==> src/rtl/req_ack_rr_sequencer.sv <==
// Round-robin sequencer sharing one downstream req/ack resource between N_REQ
// pulse requesters; each request ends in an ack pulse or a timeout report.
module req_ack_rr_sequencer #(
  parameter  int N_REQ    = 4,
  parameter  int MAX_WAIT = 3,
  localparam int ID_W     = $clog2(N_REQ)
) (
  input  logic             clk,
  input  logic             rst_n,
  input  logic [N_REQ-1:0] req,
  output logic [N_REQ-1:0] ack,
  output logic             dn_req,
  input  logic             dn_ack,
  output logic [ID_W-1:0]  gnt_id,
  output logic             busy,
  output logic             timeout,
  output logic [ID_W-1:0]  timeout_id
);
  localparam int CNT_W = $clog2(MAX_WAIT + 1);

  typedef enum logic [2:0] {
    S_IDLE,
    S_ISSUE,
    S_WAIT,
    S_RESP,
    S_TOUT
  } state_t;

  state_t           state_reg, state_next;
  logic [N_REQ-1:0] pending_reg, pending_next;
  logic [ID_W-1:0]  rr_ptr_reg, rr_ptr_next;
  logic [ID_W-1:0]  gnt_id_reg, gnt_id_next;
  logic [ID_W-1:0]  timeout_id_reg, timeout_id_next;
  logic [CNT_W-1:0] cnt_reg, cnt_next;
  logic [ID_W-1:0]  win_idx;
  logic [ID_W-1:0]  gnt_id_inc;
  logic             serve_done;

  assign serve_done = (state_reg == S_RESP) || (state_reg == S_TOUT);
  assign gnt_id_inc = (gnt_id_reg == ID_W'(N_REQ - 1)) ? '0 : gnt_id_reg + ID_W'(1);

  // A new req pulse in the same cycle as the service clear keeps the bit set.
  generate
    for (genvar gi = 0; gi < N_REQ; gi++) begin : g_req
      assign pending_next[gi] = req[gi] |
                                (pending_reg[gi] & ~(serve_done && (gnt_id_reg == ID_W'(gi))));
      assign ack[gi] = (state_reg == S_RESP) && (gnt_id_reg == ID_W'(gi));
    end
  endgenerate

  // Scan from the top offset down so the lowest offset from rr_ptr wins.
  always_comb begin : arb
    int pos;
    win_idx = rr_ptr_reg;
    pos     = 0;
    for (int k = N_REQ - 1; k >= 0; k--) begin
      pos = int'(rr_ptr_reg) + k;
      if (pos >= N_REQ) pos = pos - N_REQ;
      if (pending_reg[ID_W'(pos)]) win_idx = ID_W'(pos);
    end
  end

  always_comb begin
    state_next      = state_reg;
    rr_ptr_next     = rr_ptr_reg;
    gnt_id_next     = gnt_id_reg;
    timeout_id_next = timeout_id_reg;
    cnt_next        = cnt_reg;
    case (state_reg)
      S_IDLE: begin
        if (|pending_reg) begin
          state_next  = S_ISSUE;
          gnt_id_next = win_idx;
        end
      end
      S_ISSUE: begin
        state_next = S_WAIT;
        cnt_next   = CNT_W'(1);
      end
      S_WAIT: begin
        if (dn_ack) begin
          state_next = S_RESP;
        end else if (cnt_reg == CNT_W'(MAX_WAIT)) begin
          state_next      = S_TOUT;
          timeout_id_next = gnt_id_reg;
        end else begin
          cnt_next = cnt_reg + CNT_W'(1);
        end
      end
      S_RESP, S_TOUT: begin
        state_next  = S_IDLE;
        rr_ptr_next = gnt_id_inc;
      end
      default: state_next = S_IDLE;
    endcase
  end

  always_ff @(posedge clk or negedge rst_n) begin
    if (!rst_n) begin
      state_reg      <= S_IDLE;
      pending_reg    <= '0;
      rr_ptr_reg     <= '0;
      gnt_id_reg     <= '0;
      timeout_id_reg <= '0;
      cnt_reg        <= '0;
    end else begin
      state_reg      <= state_next;
      pending_reg    <= pending_next;
      rr_ptr_reg     <= rr_ptr_next;
      gnt_id_reg     <= gnt_id_next;
      timeout_id_reg <= timeout_id_next;
      cnt_reg        <= cnt_next;
    end
  end

  assign dn_req     = (state_reg == S_ISSUE);
  assign busy       = (state_reg != S_IDLE);
  assign timeout    = (state_reg == S_TOUT);
  assign gnt_id     = gnt_id_reg;
  assign timeout_id = timeout_id_reg;

endmodule

==> config.mk <==
export PLATFORM = sky130hd
export DESIGN_NAME = req_ack_rr_sequencer
export DESIGN_NICKNAME = d
export VERILOG_FILES = /design/src/rtl/req_ack_rr_sequencer.sv
export SDC_FILE = /design/constraint.sdc
export NUM_CORES = 1
export LEC_CHECK = 0
export ABC_AREA = 1
export CAP_MARGIN = 10
export CORE_MARGIN = 1.5
export CORE_UTILIZATION = 45
export DETAILED_ROUTE_END_ITERATION = 16
export GPL_TIMING_DRIVEN = 0
export HOLD_SLACK_MARGIN = 0.08
export PLACE_DENSITY = 0.73
export SYNTH_ARGS = -nofsm -noshare
export SYNTH_HDL_FRONTEND = slang
export SYNTH_SLANG_ARGS = --single-unit
export TNS_END_PERCENT = 50
==> constraint.sdc <==
create_clock -name clk -period 1.2 [get_ports clk]
set_input_delay 0.12 -clock clk [delete_from_list [all_inputs] [get_ports clk]]
set_output_delay 0.12 -clock clk [all_outputs]
set_load 0.03 [all_outputs]
==> qor.yml, run 1 <==
criticalPathCategory: "flop to primary output"
p_per_area_nw_per_um2: 2910
via_count: 1183
ir_drop_mv: 2.39
yosysWarnings: 0
ys_ff_latch: 15
worstSetupEndpointType: "primary output"
die-width_um: 48.8
grt_pass1_vias: 1063
drtIter0Drc: 28
n_antenna_cell: 0
hold_viol: 0
die_h_um: 48.8
clk_pin_slew_worst_paths_ns: 0.10
final_area_um2: 1700
largest_reg_flops: 4
ant_nets: 0
violations: "setup timing"
viasPerCell: 5.61
synthCells: 131
final_cell_mix: "buf_4 (26), nand2_1 (22), buf_6 (13)"
finalSetupViolCount: 22
min_period_over_period_pct: 120
gr-total-overflow: 0
cts_made_buffers: 3
rsz0062_at_grt: "true"
synthFlopType: "dfrtp_1"
port_buffers: 17
cap_violations: 0
syn_nets: 143
finalWorstSetupSlack_ns: -0.246
row_count: 16
drtPass1Iterations: 5
start_util_pct: 48.1
fillers: 108
syn_avg_cell_area_um2: 7.20
wire_per_inst_um: 17.6
fin_hold_ws_ns: 0.248
ys_types: 22
layout_min_cycle_time_ns: 1.45
status: "complete, but fails checks"
required_ns: 1.08
grt_pass1_wl_um: 4980
yosysSeqAreaShare_pct: 39.8
drive_gt1_share_pct: 57.6
crit_fanout: 5
place_congestion: 0.784
grtUsageTotal_pct: 28.1
synth_edf_count: 0
num-nets-final: 197
place_area_um2: 1160
hold_buffers: 0
finClkSkew_ns: 0.00309
tritoncts: "yes"
area.growth.synth_to_final_pct: 80.2
h-tree-depth: 1
grt_max_degree: 16
clock-root-buffer: "clkbuf_4"
wirelength_um: 3720
maxSlewViolCount: 0
hp-class: "input port to asynchronous set/reset pin"
fin_setup_tns_ns: -3.30
p_leak_uw: 0.000824
synthesis.area_um2: 943
hpwl_um: 1630
clk_latency_ns: 0.30
final_common_cell: "buf_4"
die-area_um2: 2380
core_area_um2: 1960
cts_sinks: 15
antenna_found_initial: 0
tightest_slew_ns: 0.733
cts.path.max_buffers: 2
worstPathArrival_ns: 1.33
ios: 18
timing.slew.headroom_pct: 50.9
crit_path_start_kind: "flop"
async_flop_share_pct: 100
clock.fmax_ghz: 0.692
remaining_drc_errors: 0
critical path: stages (launching register included):
cell and delay (ns):
dfrtp_1 0.43, buf_4 0.16, nand3_4 0.14, nor2_2 0.16, buf_6 0.14
timing repair:
item                                    CTS  global route
endpoints found under the setup margin   24            23
gates resized for setup                  94            47
gates cloned                              0             1
buffers inserted                         21            12
pin swaps                                10            15
power by group:
part | internal (uW) | switching, uW
Combinational | 1640 | 2020
Clock | 130 | 188
Sequential | 710 | 266
Total | 2480 | 2470
layer usage:
| metal | global-route usage, % | routed length [um] | up-vias |
|---|---|---|---|
| met5 | 0 | 0 | - |
| met4 | 18.1 | 160 | 0 |
| met3 | 3.37 | 183 | 21 |
| met2 | 52.3 | 2080 | 62 |
| met1 | 29.5 | 1300 | 579 |
| li1 | - | - | 521 |
kinds of logic after synthesis:
logic type | share of synthesized area [%]
and+or+nand+nor | 31.7
adders and majority gates | 6.63
DFF | 39.8
buffers and inverters | 10.6
AOI/OAI and AO/OA | 11.3
metrics by stage:
step / setup WS, ns / power, uW / util [%] / cells
2_1_floorplan: -0.0788 / 2270 / - / 131
3_3_place_gp: -0.494 / 2780 / 59.2 / 175
3_5_place_dp: -0.513 / 2850 / 59.2 / 175
4_1_cts: -0.212 / 3950 / 74.6 / 200
5_1_grt: -0.304 / 5210 / 86.7 / 211
6_report: -0.246 / 4950 / 86.7 / 211
cell type report:
type	instances	area, um2	share of cell area [%]
multi-input cells	92	708	41.6
repair buffers	49	430	25.3
flip-flops and latches	15	382	22.4
inverters	23	109	6.40
well taps	27	33.8	1.99
clock buffers	4	26.3	1.55
plain buffers	1	11.3	0.662
Yosys cell counts (2+ instances only):
cell / count / area, um2
ha_1: 5 / 62.6
inv_2: 4 / 15.0
nor3_1: 2 / 10.0
nor2_1: 11 / 41.3
nand3_1: 7 / 35.0
nor2_2: 2 / 12.5
dfrtp_1: 15 / 375
o21ai_1: 3 / 15.0
inv_1: 18 / 67.6
or2_1: 4 / 25.0
nand2_2: 3 / 18.8
o21ai_0: 7 / 35.0
nand2_1: 37 / 139
a21oi_1: 5 / 25.0
path summary, 6_finish.rpt:
path / startpoint / to / slack (ns) / depth (start not counted)
min in group clk: req[0] / pending_reg[0] / 0.39 / 2
max in group asynchronous: rst_n / state_reg[0] / 0.45 / 1
setup reg to reg: state_reg[0] / timeout_id[0] / -0.21 / 9
hold / removal: rst_n / pending_reg[3] / 0.25 / 1
setup / recovery: state_reg[1] / ack[1] / -0.25 / 4
hold reg to reg: cnt_reg[1] / cnt_reg[1] / 0.49 / 2
Note: power is estimated with default switching activity, not from simulation.
==> run 2, diff against run 1 <==
--- a/config.mk
+++ b/config.mk
@@ -6,7 +6,7 @@
 export NUM_CORES = 1
 export LEC_CHECK = 0
 export ABC_AREA = 1
-export CAP_MARGIN = 10
+export CAP_MARGIN = 20
 export CORE_MARGIN = 1.5
 export CORE_UTILIZATION = 45
 export DETAILED_ROUTE_END_ITERATION = 16
==> results of run 2 <==
Same layout as run 1: the final DEF is identical, and so are final timing and power.
==> variant, RTL diff (settings of run 1) <==
The parameter `MAX_WAIT` goes from 3 to 6.
--- a/src/rtl/req_ack_rr_sequencer.sv
+++ b/src/rtl/req_ack_rr_sequencer.sv
@@ -3,5 +3,5 @@
 module req_ack_rr_sequencer #(
   parameter  int N_REQ    = 4,
-  parameter  int MAX_WAIT = 3,
+  parameter  int MAX_WAIT = 6,
   localparam int ID_W     = $clog2(N_REQ)
 ) (
Behaviour: not the same (Yosys sat finds a counterexample within 10 cycles, from zero or initial values and one cycle with rst_n low).
==> variant against run 1 <==
The flow still finishes with violations (setup timing). Sequential cell count increased by 1. Power decreased by 24%. Register-to-register slack improved by 0.07 ns. Non-clock buffer count decreased by 21. Setup slack improved by 0.014 ns. Design area decreased by 13%. Area after synthesis increased by 4.9%. Clock skew increased by 0.0035 ns. Final cell count decreased by 8.5%. Core utilization decreased by 14 points. Wire length decreased by 28%. Clock power increased by 17%. Largest cell class unchanged.
==> variant: results (changes against run 1) <==
M2 GR Usage 36.4% (-16 points); Post-synth ARST share 100% (unchanged); Sw Pwr 1.86 mW (-25%); GP Congestion 0.807 (+3.0%); post-synthesis xor/xnor area fraction 0.885% (+0.88 points); fillers 151 (+40%); met1 wire length 1220 um (-5.6%); largest net degree at the start of global routing 17 (+1); dpl hpwl 1680 um (+2.9%); power share of the clock group 9.9% (+3.5 points); Multi-input gate area 623 sq um (-12%); DR pass1 iterations 4 (-1); Yosys cell types 20 (-9.1%); Worst setup endpoint ack[3]; fin cells 193 (-8.5%); Comb power 2.47 mW (-33%); Seq/Total Area, Yosys 40.5% (+0.67 points); DR WL/cell 13.8 um (-22%); metal3 WL 82 um (-55%); slowest cell delay on critical path 0.45 ns (+0.02 ns); WP data arrival 1.31 ns (-0.02 ns); setup bufs post-CTS 7 (-67%); failing checks setup timing; met3 usage 4.24% (+0.87 points); layout cell share with drive strength beyond 1 42.2% (-15 points); Synth top cells by count nand2_1 (37), inv_1 (21), dfrtp_1 (16); slowest cell on the critical path dfrtp_2; met2 WL post-DR 1310 um (-37%); Slew HR 48.9% (-2.1 points); pre-CTS WS -0.491 ns (+0.0220 ns); reg2reg end gnt_id[0]; TNS Setup -2.22 ns (+1.08 ns); final setup vio count 19 (-14%); status complete, but fails checks; Synth area leaders dfrtp_1 (40%), nand2_1 (14%), inv_1 (8.0%); clk_skew 0.00659 ns (+0.00350 ns); LEAKAGE 0.711 nW (-14%); Crit. Startpoint gnt_id[0]; first-pass GRT wire length 4150 um (-17%); Total GRT Usage 22.1% (-6.0 points); Final Worst Setup Slack -0.231 ns (+0.0144 ns); critical path peak fanout 4 (-1); # placed instances 178 (+1.7%); post-CTS sizing 67 (-29%); syn_area_per_cell 7.39 sq um (+2.6%); flop2flop setup slack -0.14 ns (+0.07 ns); Compound-Gate Fraction of Synth Area 7.96% (-3.3 points); Post-Syn Nets 147 (+2.8%); Worst R2R Start rr_ptr_reg[0]; reg2reg path depth 9 (unchanged); Adder-Cell Fraction of Synth Area 7.59% (+0.95 points); PwrDens 2560 nW/um^2 (-12%); Initial DRC Count 16 (-43%); dpl cell area 1220 sq um (+5.4%); vias in the first global route 948 (-11%); GR Layer Usage met1 27.5% (-2.0 points); Worst VDD drop 0.00175 V (-27%); via count 978 (-17%)
[variant: cell types whose count changed in the layout (fill, tap and decap cells not counted), moves of 3 or more]
cell	run 1	this run
buf_6	13	6
nand2_4	8	0
nand2_1	22	32
inv_1	9	13
nand3_2	2	5
buf_4	26	12
a21oi_1	5	2
o21ai_1	5	2
nand3_1	4	10
nand2_2	10	7
a21oi_2	0	3
[variant: final cells by class]
class                           instances  area share [%]
Buffer                                  1            1.02
Clock buffer                            4            2.46
Inverter                               24            7.14
Multi-Input combinational cell         93            42.3
Sequential cell                        16            27.6
Tap cell                               27            2.29
Timing Repair Buffer                   28            17.2
[variant: worst min path at each step]
stage | to | slack (ns) | cells past startpoint
2_1_floorplan | cnt_reg[0] | -0.18 | 0
3_3_place_gp | timeout_id[1] | 0.48 | 2
3_5_place_dp | timeout_id[0] | 0.47 | 2
4_1_cts | timeout_id[0] | 0.28 | 1
5_1_grt | timeout_id[0] | 0.34 | 1
6_report | timeout_id[0] | 0.26 | 1
